[config.mk]
export PLATFORM = sky130hd
export DESIGN_NAME = lc3_program_loader_flat
export DESIGN_NICKNAME = d
export VERILOG_FILES = /design/src/rtl/lc3_loader_pkg.sv /design/src/rtl/lc3_program_loader_if.sv /design/src/rtl/lc3_loader_timeout.sv /design/src/rtl/lc3_program_loader.sv /design/src/flat_wrapper.sv
export SDC_FILE = /design/constraint.sdc
export NUM_CORES = 1
export LEC_CHECK = 0
export CAP_MARGIN = 10
export CORE_MARGIN = 8
export CORE_UTILIZATION = 40
export DETAILED_ROUTE_END_ITERATION = 6
export HOLD_SLACK_MARGIN = 0.06
export PLACE_DENSITY_LB_ADDON = 0.05
export SKIP_LAST_GASP = 1
export SLEW_MARGIN = 20
export SYNTH_ARGS = -nofsm -noshare
export SYNTH_HDL_FRONTEND = slang
export SYNTH_SLANG_ARGS = --single-unit
[constraint.sdc]
create_clock -name clk -period 2.95 [get_ports clk]
set_input_delay 0.885 -clock clk [delete_from_list [all_inputs] [get_ports clk]]
set_output_delay 0.885 -clock clk [all_outputs]
set_load 0.05 [all_outputs]
[src/rtl/lc3_loader_pkg.sv]
// Shared definitions for the LC-3 program loader: FSM encodings, default origin, frame layout.
// LOADER_CHECKSUM_EN selects whether a frame ends with a CSUM word.
package lc3_loader_pkg;

    localparam logic [3:0] S_IDLE    = 4'd0;
    localparam logic [3:0] S_ORG_LO  = 4'd1;
    localparam logic [3:0] S_LEN_HI  = 4'd2;
    localparam logic [3:0] S_LEN_LO  = 4'd3;
    localparam logic [3:0] S_DAT_HI  = 4'd4;
    localparam logic [3:0] S_DAT_LO  = 4'd5;
    localparam logic [3:0] S_WRITE   = 4'd6;
    localparam logic [3:0] S_CSUM_HI = 4'd7;
    localparam logic [3:0] S_CSUM_LO = 4'd8;
    localparam logic [3:0] S_DONE    = 4'd9;
    localparam logic [3:0] S_ERROR   = 4'd10;

    typedef enum logic [3:0] {
        IDLE    = S_IDLE,
        ORG_LO  = S_ORG_LO,
        LEN_HI  = S_LEN_HI,
        LEN_LO  = S_LEN_LO,
        DAT_HI  = S_DAT_HI,
        DAT_LO  = S_DAT_LO,
        WRITE   = S_WRITE,
        CSUM_HI = S_CSUM_HI,
        CSUM_LO = S_CSUM_LO,
        DONE    = S_DONE,
        ERROR   = S_ERROR
    } state_e;

    localparam logic [15:0] DEFAULT_ORIGIN = 16'h3000;

    // Word order on the wire; every word travels high byte first.
    typedef enum logic [1:0] {FLD_ORIGIN, FLD_LEN, FLD_DATA, FLD_CSUM} frame_field_e;

    // State entered once the last data word has been written (or LEN was zero).
`ifdef LOADER_CHECKSUM_EN
    localparam state_e FRAME_TAIL = CSUM_HI;
`else
    localparam state_e FRAME_TAIL = DONE;
`endif

    function automatic logic [15:0] be_word(input logic [7:0] hi, input logic [7:0] lo);
        return {hi, lo};
    endfunction

    // States in which the sender owes us a byte, so inter-byte silence is timed.
    function automatic logic timed_state(input state_e s);
        return s inside {ORG_LO, LEN_HI, LEN_LO, DAT_HI, DAT_LO, CSUM_HI, CSUM_LO};
    endfunction

endpackage

[src/rtl/lc3_program_loader_if.sv]
// Byte-receive, memory-write and core-control signals of the program loader.
// master = the loader itself, slave = the receiver/memory/core side.
interface lc3_program_loader_if;
    logic        rx_valid;
    logic [7:0]  rx_data;
    logic        rx_ready;
    logic        mem_we;
    logic [15:0] mem_addr;
    logic [15:0] mem_data;
    logic        mem_ready;
    logic        cpu_hold;
    logic [15:0] pc_init;
    logic        load_done;
    logic        load_err;

    modport master (
        input  rx_valid, rx_data, mem_ready,
        output rx_ready, mem_we, mem_addr, mem_data, cpu_hold, pc_init, load_done, load_err
    );
    modport slave (
        output rx_valid, rx_data, mem_ready,
        input  rx_ready, mem_we, mem_addr, mem_data, cpu_hold, pc_init, load_done, load_err
    );
endinterface

[src/rtl/lc3_loader_timeout.sv]
// Inter-byte idle counter: clears on clr_i, counts while en_i, flags the cycle the limit is hit.
// TIMEOUT_CYCLES = 0 removes the counter and never expires.
module lc3_loader_timeout #(
    parameter int unsigned TIMEOUT_CYCLES = 100000,
    parameter int unsigned TMO_W          = 17
) (
    input  logic clk,
    input  logic rst_n,
    input  logic clr_i,
    input  logic en_i,
    output logic expire_o
);
    generate
        if (TIMEOUT_CYCLES == 0) begin : g_off
            logic tmo_unused;
            assign tmo_unused = clk ^ rst_n ^ clr_i ^ en_i;
            assign expire_o   = 1'b0;
        end else begin : g_on
            localparam logic [TMO_W-1:0] LAST = TMO_W'(TIMEOUT_CYCLES - 1);
            logic [TMO_W-1:0] cnt_q;

            always_ff @(posedge clk or negedge rst_n) begin
                if (!rst_n)     cnt_q <= '0;
                else if (clr_i) cnt_q <= '0;
                else if (en_i)  cnt_q <= cnt_q + 1'b1;
            end

            // An accepted byte in the same cycle beats expiry.
            assign expire_o = en_i && !clr_i && (cnt_q == LAST);
        end
    endgenerate
endmodule

[src/rtl/lc3_program_loader.sv]
// Byte-stream loader: assembles big-endian words, writes them to LC-3 memory, then releases the core.
// Define LOADER_CHECKSUM_EN for frames carrying a trailing XOR checksum word.
module lc3_program_loader #(
    parameter logic [15:0] DEFAULT_ORIGIN = lc3_loader_pkg::DEFAULT_ORIGIN,
    parameter int unsigned TIMEOUT_CYCLES = 100000,
    parameter int unsigned TMO_W          = 17
) (
    input  logic                  clk,
    input  logic                  reset,
    lc3_program_loader_if.master  bus
);
    import lc3_loader_pkg::*;

    state_e      state_q;
    logic [7:0]  hi_q;
    logic [15:0] org_q, addr_q, rem_q;
    logic        rx_ready_q, mem_we_q, cpu_hold_q, done_q, err_q;
    logic [15:0] mem_addr_q, mem_data_q, pc_init_q;
`ifdef LOADER_CHECKSUM_EN
    logic [15:0] csum_q;
`endif

    logic        acc, tmo_en, tmo_exp;
    logic [15:0] word;

    assign acc    = bus.rx_valid && rx_ready_q;
    assign word   = be_word(hi_q, bus.rx_data);
    assign tmo_en = timed_state(state_q);

    lc3_loader_timeout #(.TIMEOUT_CYCLES(TIMEOUT_CYCLES), .TMO_W(TMO_W)) u_tmo (
        .clk(clk), .rst_n(reset), .clr_i(acc), .en_i(tmo_en), .expire_o(tmo_exp)
    );

    always_ff @(posedge clk or negedge reset) begin
        if (!reset) begin
            state_q    <= IDLE;
            hi_q       <= '0;
            org_q      <= '0;
            addr_q     <= '0;
            rem_q      <= '0;
            rx_ready_q <= 1'b0;
            mem_we_q   <= 1'b0;
            mem_addr_q <= '0;
            mem_data_q <= '0;
            cpu_hold_q <= 1'b1;
            pc_init_q  <= DEFAULT_ORIGIN;
            done_q     <= 1'b0;
            err_q      <= 1'b0;
`ifdef LOADER_CHECKSUM_EN
            csum_q     <= '0;
`endif
        end else begin
            rx_ready_q <= 1'b1;
            if (tmo_exp) begin
                state_q    <= ERROR;
                err_q      <= 1'b1;
                cpu_hold_q <= 1'b1;
            end else begin
                case (state_q)
                    IDLE, DONE, ERROR: if (acc) begin
                        hi_q       <= bus.rx_data;
                        state_q    <= ORG_LO;
                        cpu_hold_q <= 1'b1;
                        done_q     <= 1'b0;
                        err_q      <= 1'b0;
                    end
                    ORG_LO: if (acc) begin
                        org_q   <= word;
                        state_q <= LEN_HI;
                    end
                    LEN_HI: if (acc) begin
                        hi_q    <= bus.rx_data;
                        state_q <= LEN_LO;
                    end
                    LEN_LO: if (acc) begin
                        rem_q     <= word;
                        addr_q    <= org_q;
                        pc_init_q <= org_q;
`ifdef LOADER_CHECKSUM_EN
                        csum_q    <= '0;
`endif
                        if (word == 16'h0000) begin
                            state_q    <= FRAME_TAIL;
                            cpu_hold_q <= (FRAME_TAIL != DONE);
                            done_q     <= (FRAME_TAIL == DONE);
                        end else begin
                            state_q <= DAT_HI;
                        end
                    end
                    DAT_HI: if (acc) begin
                        hi_q    <= bus.rx_data;
                        state_q <= DAT_LO;
                    end
                    DAT_LO: if (acc) begin
                        mem_data_q <= word;
                        mem_addr_q <= addr_q;
                        mem_we_q   <= 1'b1;
                        rx_ready_q <= 1'b0;
`ifdef LOADER_CHECKSUM_EN
                        csum_q     <= csum_q ^ word;
`endif
                        state_q    <= WRITE;
                    end
                    WRITE: begin
                        if (bus.mem_ready) begin
                            mem_we_q <= 1'b0;
                            addr_q   <= addr_q + 16'd1;
                            rem_q    <= rem_q - 16'd1;
                            if (rem_q == 16'd1) begin
                                state_q    <= FRAME_TAIL;
                                cpu_hold_q <= (FRAME_TAIL != DONE);
                                done_q     <= (FRAME_TAIL == DONE);
                            end else begin
                                state_q <= DAT_HI;
                            end
                        end else begin
                            rx_ready_q <= 1'b0;
                        end
                    end
`ifdef LOADER_CHECKSUM_EN
                    CSUM_HI: if (acc) begin
                        hi_q    <= bus.rx_data;
                        state_q <= CSUM_LO;
                    end
                    CSUM_LO: if (acc) begin
                        if (word == csum_q) begin
                            state_q    <= DONE;
                            cpu_hold_q <= 1'b0;
                            done_q     <= 1'b1;
                        end else begin
                            state_q <= ERROR;
                            err_q   <= 1'b1;
                        end
                    end
`endif
                    default: state_q <= IDLE;
                endcase
            end
        end
    end

    assign bus.rx_ready  = rx_ready_q;
    assign bus.mem_we    = mem_we_q;
    assign bus.mem_addr  = mem_addr_q;
    assign bus.mem_data  = mem_data_q;
    assign bus.cpu_hold  = cpu_hold_q;
    assign bus.pc_init   = pc_init_q;
    assign bus.load_done = done_q;
    assign bus.load_err  = err_q;
endmodule

[src/flat_wrapper.sv]
// flat-port wrapper written by rule: the top's interface ports become plain ports
module lc3_program_loader_flat import lc3_loader_pkg::*;
#(
    parameter logic [15:0] DEFAULT_ORIGIN = lc3_loader_pkg::DEFAULT_ORIGIN,
    parameter int unsigned TIMEOUT_CYCLES = 100000,
    parameter int unsigned TMO_W          = 17
)
  (clk, reset, bus_rx_valid, bus_rx_data, bus_mem_ready, bus_rx_ready, bus_mem_we, bus_mem_addr, bus_mem_data, bus_cpu_hold, bus_pc_init, bus_load_done, bus_load_err);
  lc3_program_loader_if bus_i ();
  input  logic clk;
  input  logic reset;
  input wire logic [$bits(bus_i.rx_valid)-1:0] bus_rx_valid;
  input wire logic [$bits(bus_i.rx_data)-1:0] bus_rx_data;
  input wire logic [$bits(bus_i.mem_ready)-1:0] bus_mem_ready;
  output wire logic [$bits(bus_i.rx_ready)-1:0] bus_rx_ready;
  output wire logic [$bits(bus_i.mem_we)-1:0] bus_mem_we;
  output wire logic [$bits(bus_i.mem_addr)-1:0] bus_mem_addr;
  output wire logic [$bits(bus_i.mem_data)-1:0] bus_mem_data;
  output wire logic [$bits(bus_i.cpu_hold)-1:0] bus_cpu_hold;
  output wire logic [$bits(bus_i.pc_init)-1:0] bus_pc_init;
  output wire logic [$bits(bus_i.load_done)-1:0] bus_load_done;
  output wire logic [$bits(bus_i.load_err)-1:0] bus_load_err;
  assign bus_i.rx_valid = bus_rx_valid;
  assign bus_i.rx_data = bus_rx_data;
  assign bus_i.mem_ready = bus_mem_ready;
  assign bus_rx_ready = bus_i.rx_ready;
  assign bus_mem_we = bus_i.mem_we;
  assign bus_mem_addr = bus_i.mem_addr;
  assign bus_mem_data = bus_i.mem_data;
  assign bus_cpu_hold = bus_i.cpu_hold;
  assign bus_pc_init = bus_i.pc_init;
  assign bus_load_done = bus_i.load_done;
  assign bus_load_err = bus_i.load_err;
  lc3_program_loader #(.DEFAULT_ORIGIN(DEFAULT_ORIGIN), .TIMEOUT_CYCLES(TIMEOUT_CYCLES), .TMO_W(TMO_W)) u_core (.clk(clk), .reset(reset), .bus(bus_i));
endmodule
=== Word level (Yosys, flattened, before mapping) ===
Cells that the tools add are included.
Widths: inputs -> output; s select.

* Bits in registers: 130
* Latch bits: 0
* Memory bits (writable): 0
* Bits in read-only memories: 0
* Bits of input ports: 12
* Output and inout port bits: 53
* Memories kept: 0

* Add/sub/neg operators: 3
* Multipliers: 0
* Divide/modulo/power cells: 0
* $lt $le $gt $ge: 0
* Eq/ne operators: 27
* Shift operators: 0
* Mux-type cells: 40
* Bitwise operators: 1
* Reduce and logical (&&, ||, !) cells: 26

{| class="wikitable"
|+ Operators with widths
! cell !! number
|-
| $mux 16 || 4
|-
| $pmux 16 s2 || 2
|-
| $mux 4 || 10
|-
| $mux 17 || 2
|-
| $pmux 4 s7 || 1
|-
| $ne 3x2->1 const B || 8
|-
| $add 17x1->17 const B || 1
|-
| $eq 17x17->1 const B || 1
|-
| $mux 1 || 17
|-
| $add 16x1->16 const B || 1
|-
| $eq 16x1->1 const B || 1
|-
| $eq 4x3->1 const B || 4
|-
| $logic_not 16->1 || 1
|-
| $sub 16x1->16 const B || 1
|-
| $reduce_and 7->1 || 2
|-
| $eq 4x4->1 const B || 3
|-
| $reduce_and 3->1 || 4
|-
| $ne 2x2->1 const B || 5
|-
| $reduce_bool 2->1 || 5
|-
| $eq 4x2->1 const B || 2
|-
| $reduce_and 4->1 || 2
|-
| $reduce_bool 7->1 || 1
|-
| $pmux 1 s3 || 2
|-
| $reduce_and 6->1 || 1
|-
| other kinds (13) || 16
|}

=== Longest topological paths before layout ===
Gate-level depths: netlist of run 1.

* Word-level depth: 6
* Depth in mapped cells: 8
* Gate-level depth less buffers: 7

=== Hierarchy ===
Synthesis of run 1 repeated with hierarchy kept, for this count alone.

* Cells, all modules: 579
* Area, all modules: 6307.3 um^2

{| class="wikitable"
|+ By module, submodules not included
! module !! instances !! cells each !! area an instance (um^2) !! sequential area each (um^2)
|-
| lc3_program_loader || 1 || 492 || 5439.0 || 2831.5
|-
| lc3_loader_timeout || 1 || 87 || 868.3 || 425.4
|}

=== Least setup slack after synthesis of run 1 ===
No wires, ideal clock.

* Path kind: input port to flip-flop
* Start point: in bus_rx_data[3]
* End point: reg u_core.done_q (netlist: u_core.bus.load_done)
* Setup time: 64 ps
* Data arrival time: 2273 ps
* Slack: 613 ps
* Cell stages on the path: 5
* Cell sequence: nor4_1 -> nand4_1 -> a2111oi_0 -> o21ai_0 -> a21bo_2

* Word-level cells in the longest chain between the ends: 3

{| class="wikitable"
|+ Ends and longest elaborated chain
! element !! line !! RTL
|-
| from (decl) || flat_wrapper.sv:13 || <nowiki>input wire logic [$bits(bus_i.rx_data)-1:0] bus_rx_data;</nowiki>
|-
| $logic_not 16->1 || lc3_program_loader.sv:82 || <nowiki>if (word == 16'h0000) begin</nowiki>
|-
| $ne 2x2->1 (no line) || - ||
|-
| $reduce_and 7->1 (no line) || - ||
|-
| to (signal assigned) || lc3_program_loader.sv:85 || <nowiki>done_q <= (FRAME_TAIL == DONE);</nowiki>
|-
| to (signal assigned) || lc3_program_loader.sv:112 || <nowiki>done_q <= (FRAME_TAIL == DONE);</nowiki>
|-
| to (decl) || lc3_program_loader.sv:17 || <nowiki>logic rx_ready_q, mem_we_q, cpu_hold_q, done_q, err_q;</nowiki>
|}

Every way passes these cells.
A chain may end at the register's enable or synchronous reset.

=== Worst setup path in the final report of run 1 ===
* Start point: reg u_core.cpu_hold_q (netlist: u_core.bus.cpu_hold)
* End point: out bus_cpu_hold

{| class="wikitable"
|+ RTL lines
! element !! line !! RTL
|-
| from (decl) || lc3_program_loader.sv:17 ||
|-
| from (signal assigned) || lc3_program_loader.sv:84 || <nowiki>cpu_hold_q <= (FRAME_TAIL != DONE);</nowiki>
|-
| from (signal assigned) || lc3_program_loader.sv:111 || <nowiki>cpu_hold_q <= (FRAME_TAIL != DONE);</nowiki>
|-
| to (decl) || flat_wrapper.sv:19 || <nowiki>output wire logic [$bits(bus_i.cpu_hold)-1:0] bus_cpu_hold;</nowiki>
|}

No word-level cell between the ends.

==> out/metrics.cfg, run 1 <==
[sta]
tns_ps=0
fmax_ghz=0.374
fin_crit_sh_pct=90.6
whs_ps=483
slew_headroom_pct=46.2
fin_crit_ps=2670
worst_pin_slew_ps=799
setup_violations=0
layout_setup_ws_ps=277
rsz0062_at_grt=no
slew_violations=0
fin_skew_ps=8.88
hold_viol_final=0

[synthesis]
synth_compound_area_share_pct=15.6
synth_edf_count=0
seq_area_frac_synth_pct=52.4
yosys.area_share.simple_pct=13.7
synth.area.mux_share_pct=13.0
syn_nets=589
synth_xor_area_share_pct=1.83
async_flop_share_pct=100
synthCells=573
postSynthAreaPerCell_um2=10.8
yosysWarnings=0
yosysUniqueCellTypes=65
synth_adder_area_share_pct=0.806
ys_ff_latch=130
synth_top_family_by_area=compound AO/OA/AOI/OAI gates
syn-cell-area_mm2=0.00621
synthFlopType=dfrtp_1

[die]
die_y_um=141
dieArea_mm2=0.0198
die_x_um=141
io_pins=65
rows=45
core_area_mm2=0.0152
initial_core_util_pct=40.9

[routing]
vias=4807
drt-pass1-iter-count=4
wl_um=16100
drt_iter0_drc=457
vias_per_cell=5.60
wl_per_cell_um=18.8
ant_nets=0
drc=0

[placement]
io_buffers=64
dp_hpwl_um=11200
place_congestion=0.818
dp.cells=826
place_ws_ps=-37.4

[worst_hold_path]
hold_class=in2async

[pwr]
switching_power_mw=4.05
p_leak_nw=3.21
combPwrFrac_pct=42.9
p_clk_share_pct=22.4
ir_drop_v=0.000731
seqPwrFrac_pct=34.7
p_int_mw=5.57
p_sw_share_pct=42.1
pwr_density_cell_mw_per_mm2=1220

[global_route]
antenna_found_initial=0
grt_overflow_total=0
grt_pass1_wl_um=26700
gr-usage-all-layers_pct=17.1
grt_pass1_vias=4838
grt_max_degree=68

[critical_path]
cp_slowest_cell=clkdlybuf4s50_1
cp.required_ps=2070
cp-start-kind=flop
path_cells=clkdlybuf4s50_1
cp_slowest_stage_delay_ps=830
critical-path-top-delay-family=buffers and inverters
critical_path_peak_fanout=2
cp_data_arrival_time_ps=1790
cp-end-kind=output pin
path_buf_inv=1
criticalPathCategory=reg2out

[run]
drv_cap=0

[cells_and_area]
area_delta_synth_final_pct=26.6
fillCellCount=1389
drive_gt1_share_pct=21.9
final_common_cell=dfrtp_1
diodes=0
multi_input_area_mm2=0.00282
final_cells=858
final_cell_mix=dfrtp_1 (127), mux2_2 (68), clkdlybuf4s50_1 (63), a21oi_1 (50), nand2_1 (45)
seq_area_mm2=0.00326
finalNetCount=673

[clock_tree]
cts_sinks=130
cts_tree=built
cts_root_buffer=clkbuf_16
cts_hold_buf=0
postCtsSetupBuffers=0
cts_resized=0
clk-insertion-delay-late_ps=420
numCtsBuffers=17
htreeDepth=4
clk_path_buf_depth=2
clk_pin_slew_ps=60

[run_status]
status=finished, final reports clean

[per-stage QoR]
step           instance area, µm²  power [mW]  util [%]
6_report                     7870        9.61      51.8
5_1_grt                      7870        10.2      51.8
4_1_cts                      7870        9.70      51.8
3_5_place_dp                 7260        7.50      47.7
3_3_place_gp                 7260        7.43      47.7
2_1_floorplan                6210        6.01         -
[power by group through the flow]
stage | clock network (mW) | registers, mW | logic [mW]
after floorplan | 0 | 4.25 | 1.76
after global routing | 2.28 | 3.47 | 4.43
after detailed placement | 0 | 3.37 | 4.14
after CTS | 2.20 | 3.34 | 4.16
after global placement | 0 | 3.33 | 4.10
final | 2.16 | 3.33 | 4.12
[cells by family (layout without fill, tap and decap cells)]
family	Yosys count	in the layout
AO/OA/AOI/OAI	148	148
XOR/XNOR	13	13
buffers and inverters	39	136
multiplexers	72	72
flip-flops	130	130
AND/OR/NAND/NOR	167	167
adder cells (fa/ha/maj)	4	4
[cells in the mapped netlist (all sizes together) (2+ instances only)]
| cell type | number | area, µm² |
|---|---|---|
| a2111oi | 5 | 75.1 |
| a211oi | 6 | 45.0 |
| a21boi | 2 | 15.0 |
| a21o | 2 | 15.0 |
| a21oi | 50 | 250 |
| a22o | 2 | 17.5 |
| a22oi | 3 | 22.5 |
| a2bb2oi | 3 | 26.3 |
| a31o | 4 | 35.0 |
| a31oi | 6 | 37.5 |
| a32oi | 3 | 26.3 |
| a41o | 3 | 30.0 |
| and3 | 4 | 25.0 |
| and4 | 3 | 26.3 |
| and4b | 2 | 20.0 |
| buf | 10 | 51.3 |
| clkbuf | 21 | 78.8 |
| dfrtp | 127 | 3180 |
| dfstp | 3 | 78.8 |
| ha | 4 | 50.1 |
| inv | 7 | 26.3 |
| mux2 | 71 | 800 |
| nand2 | 45 | 169 |
| nand2b | 9 | 56.3 |
| nand3 | 20 | 100 |
| nand4 | 7 | 43.8 |
| nor2 | 43 | 161 |
| nor3 | 7 | 35.0 |
| nor3b | 2 | 15.0 |
| nor4 | 10 | 75.1 |
| nor4b | 4 | 35.0 |
| o211ai | 2 | 15.0 |
| o21a | 2 | 15.0 |
| o21ai | 33 | 165 |
| o22a | 2 | 17.5 |
| o22ai | 9 | 56.3 |
| o2bb2ai | 3 | 26.3 |
| o31a | 2 | 26.3 |
| o32ai | 2 | 17.5 |
| or3 | 3 | 18.8 |
| xnor2 | 13 | 114 |
[area by class of cell]
| cell class | instances | share of cell area [%] |
|---|---|---|
| Clock inverter | 15 | 2.35 |
| Multi-Input combinational cell | 404 | 35.8 |
| Timing Repair Buffer | 96 | 11.6 |
| Clock buffer | 17 | 5.41 |
| Inverter | 8 | 0.382 |
| Sequential cell | 130 | 41.4 |
| Tap cell | 188 | 2.99 |
[worst paths after layout]
| check | from | endpoint | slack, ps | cells after the start |
|---|---|---|---|---|
| worst max-delay path | u_core.bus.cpu_hold | bus_cpu_hold | 280 | 1 |
| worst min-delay path | reset | u_core.u_tmo.g_on.cnt_q[4] | 480 | 2 |
| worst max register to register | u_core.state_q[1] | u_core.u_tmo.g_on.cnt_q[7] | 660 | 6 |
| worst min register to register | u_core.bus.mem_we | u_core.bus.mem_we | 490 | 1 |
| max in group asynchronous | reset | u_core.bus.cpu_hold | 2080 | 2 |
| min in group clk | u_core.bus.mem_we | u_core.bus.mem_we | 490 | 1 |
[routing by layer]
| layer | GRT usage, % | vias to the layer above | routed length (µm) |
|---|---|---|---|
| li1 | - | 2287 | - |
| met1 | 24.2 | 2392 | 7800 |
| met2 | 24.5 | 118 | 7290 |
| met3 | 4.56 | 10 | 882 |
| met4 | 6.05 | 0 | 130 |
| met5 | 0 | - | 0 |
[state kept, by name (all words and copies together) (netlist names)]
| name | flops |
|---|---|
| u_core.hi_q | 8 |
| u_core.bus.mem_addr | 16 |
| u_core.org_q | 16 |
| u_core.bus.mem_data | 16 |
| u_core.bus.pc_init | 16 |
| u_core.u_tmo.g_on.cnt_q | 17 |
| u_core.bus.cpu_hold | 1 |
| u_core.bus.load_done | 1 |
| u_core.bus.load_err | 1 |
| u_core.bus.mem_we | 1 |
| u_core.state_q | 4 |
| u_core.rem_q | 16 |
| u_core.bus.rx_ready | 1 |
| u_core.addr_q | 16 |
Power figures use the tool's default switching activity.
==> inputs of run 2 (changes only) <==
--- a/config.mk
+++ b/config.mk
@@ -5,7 +5,6 @@
 export SDC_FILE = /design/constraint.sdc
 export NUM_CORES = 1
 export LEC_CHECK = 0
-export CAP_MARGIN = 10
 export CORE_MARGIN = 8
 export CORE_UTILIZATION = 40
 export DETAILED_ROUTE_END_ITERATION = 6
==> results of run 2 <==
Final layout, timing and power as in run 1 (identical DEF).
==> inputs of run 3 (changes only) <==
--- a/config.mk
+++ b/config.mk
@@ -7,6 +7,7 @@
 export LEC_CHECK = 0
 export CORE_MARGIN = 8
 export CORE_UTILIZATION = 40
+export CTS_CLUSTER_SIZE = 25
 export DETAILED_ROUTE_END_ITERATION = 6
 export HOLD_SLACK_MARGIN = 0.06
 export PLACE_DENSITY_LB_ADDON = 0.05
==> constraint.sdc (replaced) <==
create_clock -name clk -period 3.15 [get_ports clk]
set_input_delay 0.945 -clock clk [delete_from_list [all_inputs] [get_ports clk]]
set_output_delay 0.945 -clock clk [all_outputs]
set_load 0.05 [all_outputs]
==> run 3 against run 2 <==
Compared with the run above: core utilization decreased by 0.26 points; routed wire length increased by 1.4%; cell area decreased by 0.49%; power decreased by 6.4%; global-route usage decreased by 0.24 points; sequential power decreased by 6.6%; critical path depth unchanged; combinational power decreased by 6.8%; clock power decreased by 6%; critical path type unchanged; largest cell class unchanged; largest power group unchanged; highest routed layer unchanged.
==> out/metrics.cfg, run 3 (synthesis gave the netlist of run 1 again) <==
[critical_path]
path_cells=clkdlybuf4s50_1
path_buf_inv=1  ; unchanged
cp-end-kind=output pin
cp_slowest_cell=clkdlybuf4s50_1
cp-start-kind=flop
criticalPathCategory=reg2out
critical_path_peak_fanout=2  ; unchanged
critical-path-top-delay-family=buffers and inverters
cp_data_arrival_time_ps=1770  ; -20 ps
cp_slowest_stage_delay_ps=810  ; -20 ps
cp.required_ps=2200  ; +130 ps

[die]
die_x_um=141  ; unchanged
dieArea_mm2=0.0198  ; unchanged
io_pins=65  ; unchanged
core_area_mm2=0.0152  ; unchanged
rows=45  ; unchanged
initial_core_util_pct=40.9  ; unchanged
die_y_um=141  ; unchanged

[clock_tree]
postCtsSetupBuffers=0  ; unchanged
clk-insertion-delay-late_ps=410  ; about the same
clk_path_buf_depth=2  ; unchanged
cts_root_buffer=clkbuf_16
htreeDepth=4  ; unchanged
numCtsBuffers=17  ; unchanged
clk_pin_slew_ps=60  ; about the same
cts_hold_buf=0  ; unchanged
cts_sinks=130  ; unchanged
cts_resized=0  ; unchanged
cts_tree=built

[cells_and_area]
top_register=u_core.u_tmo.g_on.cnt_q
fillCellCount=1371  ; -1.3%
final_cell_mix=dfrtp_1 (127), mux2_2 (68), clkdlybuf4s50_1 (63), a21oi_1 (50), nand2_1 (45)
finalCoreUtilization_pct=51.5  ; -0.26 points
drive_gt1_share_pct=20.9  ; -1.0 points
diodes=0  ; unchanged
finalNetCount=667  ; -0.89%
largest_reg_flops=17  ; unchanged
final_common_cell=dfrtp_1
area_delta_synth_final_pct=26.0
fin_area_mm2=0.00783  ; -0.49%

[sta]
fin_skew_ps=8.19  ; -0.687 ps
fin_crit_ps=2720
slew_violations=0  ; unchanged
worst_pin_slew_ps=796  ; -2.64 ps
fin_crit_sh_pct=86.3
tns_ps=0  ; unchanged
fmax_ghz=0.368
setup_violations=0  ; unchanged
rsz0062_at_grt=no
layout_setup_ws_ps=432  ; +156 ps
slew_headroom_pct=46.4  ; +0.18 points
hold_viol_final=0  ; unchanged

[routing]
drc=0  ; unchanged
wl_um=16300  ; +1.4%
ant_nets=0  ; unchanged
vias_per_cell=5.78  ; +3.1%
drt_iter0_drc=426  ; -6.8%
drt-pass1-iter-count=5  ; +1
wl_per_cell_um=19.2  ; +2.2%
vias=4922  ; +2.4%

[placement]
placed_area_mm2=0.00721  ; -0.62%
place_ws_ps=70.5  ; +108 ps
dp_hpwl_um=11100  ; -0.67%
io_buffers=64  ; unchanged
place_congestion=0.864  ; +5.7%

[global_route]
grt_pass1_wl_um=26500  ; -0.80%
grt_max_degree=56  ; -18%
gr-usage-all-layers_pct=16.8  ; -0.24 points
antenna_found_initial=0  ; unchanged
grt_overflow_total=0  ; unchanged
grt_pass1_vias=4767  ; -1.5%

[run_status]
status=finished, final reports clean

[worst_hold_path]
hold_class=reg2reg

[pwr]
pwr_density_cell_mw_per_mm2=1150  ; -5.9%
ir_drop_v=0.000733  ; +0.27%
p_leak_nw=3.21  ; -0.12%

[run]
drv_cap=0  ; unchanged

==> run 3: where the power goes <==
part           total, mW  switching (mW)  internal [mW]
Sequential          3.11           0.719           2.39
Combinational       3.84            2.30           1.55
Clock               2.04           0.715           1.33
Total               9.00            3.73           5.27
==> run 3: path summary, 6_finish.rpt <==
kind                                             from                           to  slack (ps)  cells after the start
worst max-delay path              u_core.bus.cpu_hold                 bus_cpu_hold         430                      1
worst min-delay path            u_core.bus.pc_init[0]        u_core.bus.pc_init[0]         470                      2
worst max register to register      u_core.state_q[1]  u_core.u_tmo.g_on.cnt_q[15]         640                      5
worst min register to register  u_core.bus.pc_init[0]        u_core.bus.pc_init[0]         470                      2
max in group asynchronous                       reset       u_core.bus.pc_init[12]        1870                      2
min in group asynchronous                       reset  u_core.u_tmo.g_on.cnt_q[13]         530                      1
==> run 3: worst reg2reg max path, delay by kind of cell, from the launching register on <==
family,cells,cell delay (ps)
AND/OR/NAND/NOR,1,490
flip-flops,1,580
AO/OA/AOI/OAI,4,1330
==> run 3: area by class of cell <==
cell class | instances | area, µm² | area share [%]
Multi-Input combinational cell | 404 | 2820 | 36.0
Clock buffer | 23 | 488 | 6.23
Sequential cell | 130 | 3260 | 41.6
Timing Repair Buffer | 90 | 871 | 11.1
Tap cell | 188 | 235 | 3.00
Inverter | 8 | 30.0 | 0.384
Clock inverter | 9 | 129 | 1.65
==> run 3: routing by layer <==
metal  global-route usage [%]  routed length (µm)
met5                        0                   0
met4                     5.09                 235
met3                     4.76                1070
met2                     25.0                7390
met1                     23.3                7650
==> run 3: metrics by stage <==
step / total power, mW / hold WS [ps] / cells
final: 9.00 / 472 / 852
after global placement: 6.94 / 465 / 820
after global routing: 9.52 / 516 / 852
after detailed placement: 7.00 / 468 / 820
after floorplan: 5.63 / 479 / 573
after CTS: 9.08 / 481 / 852
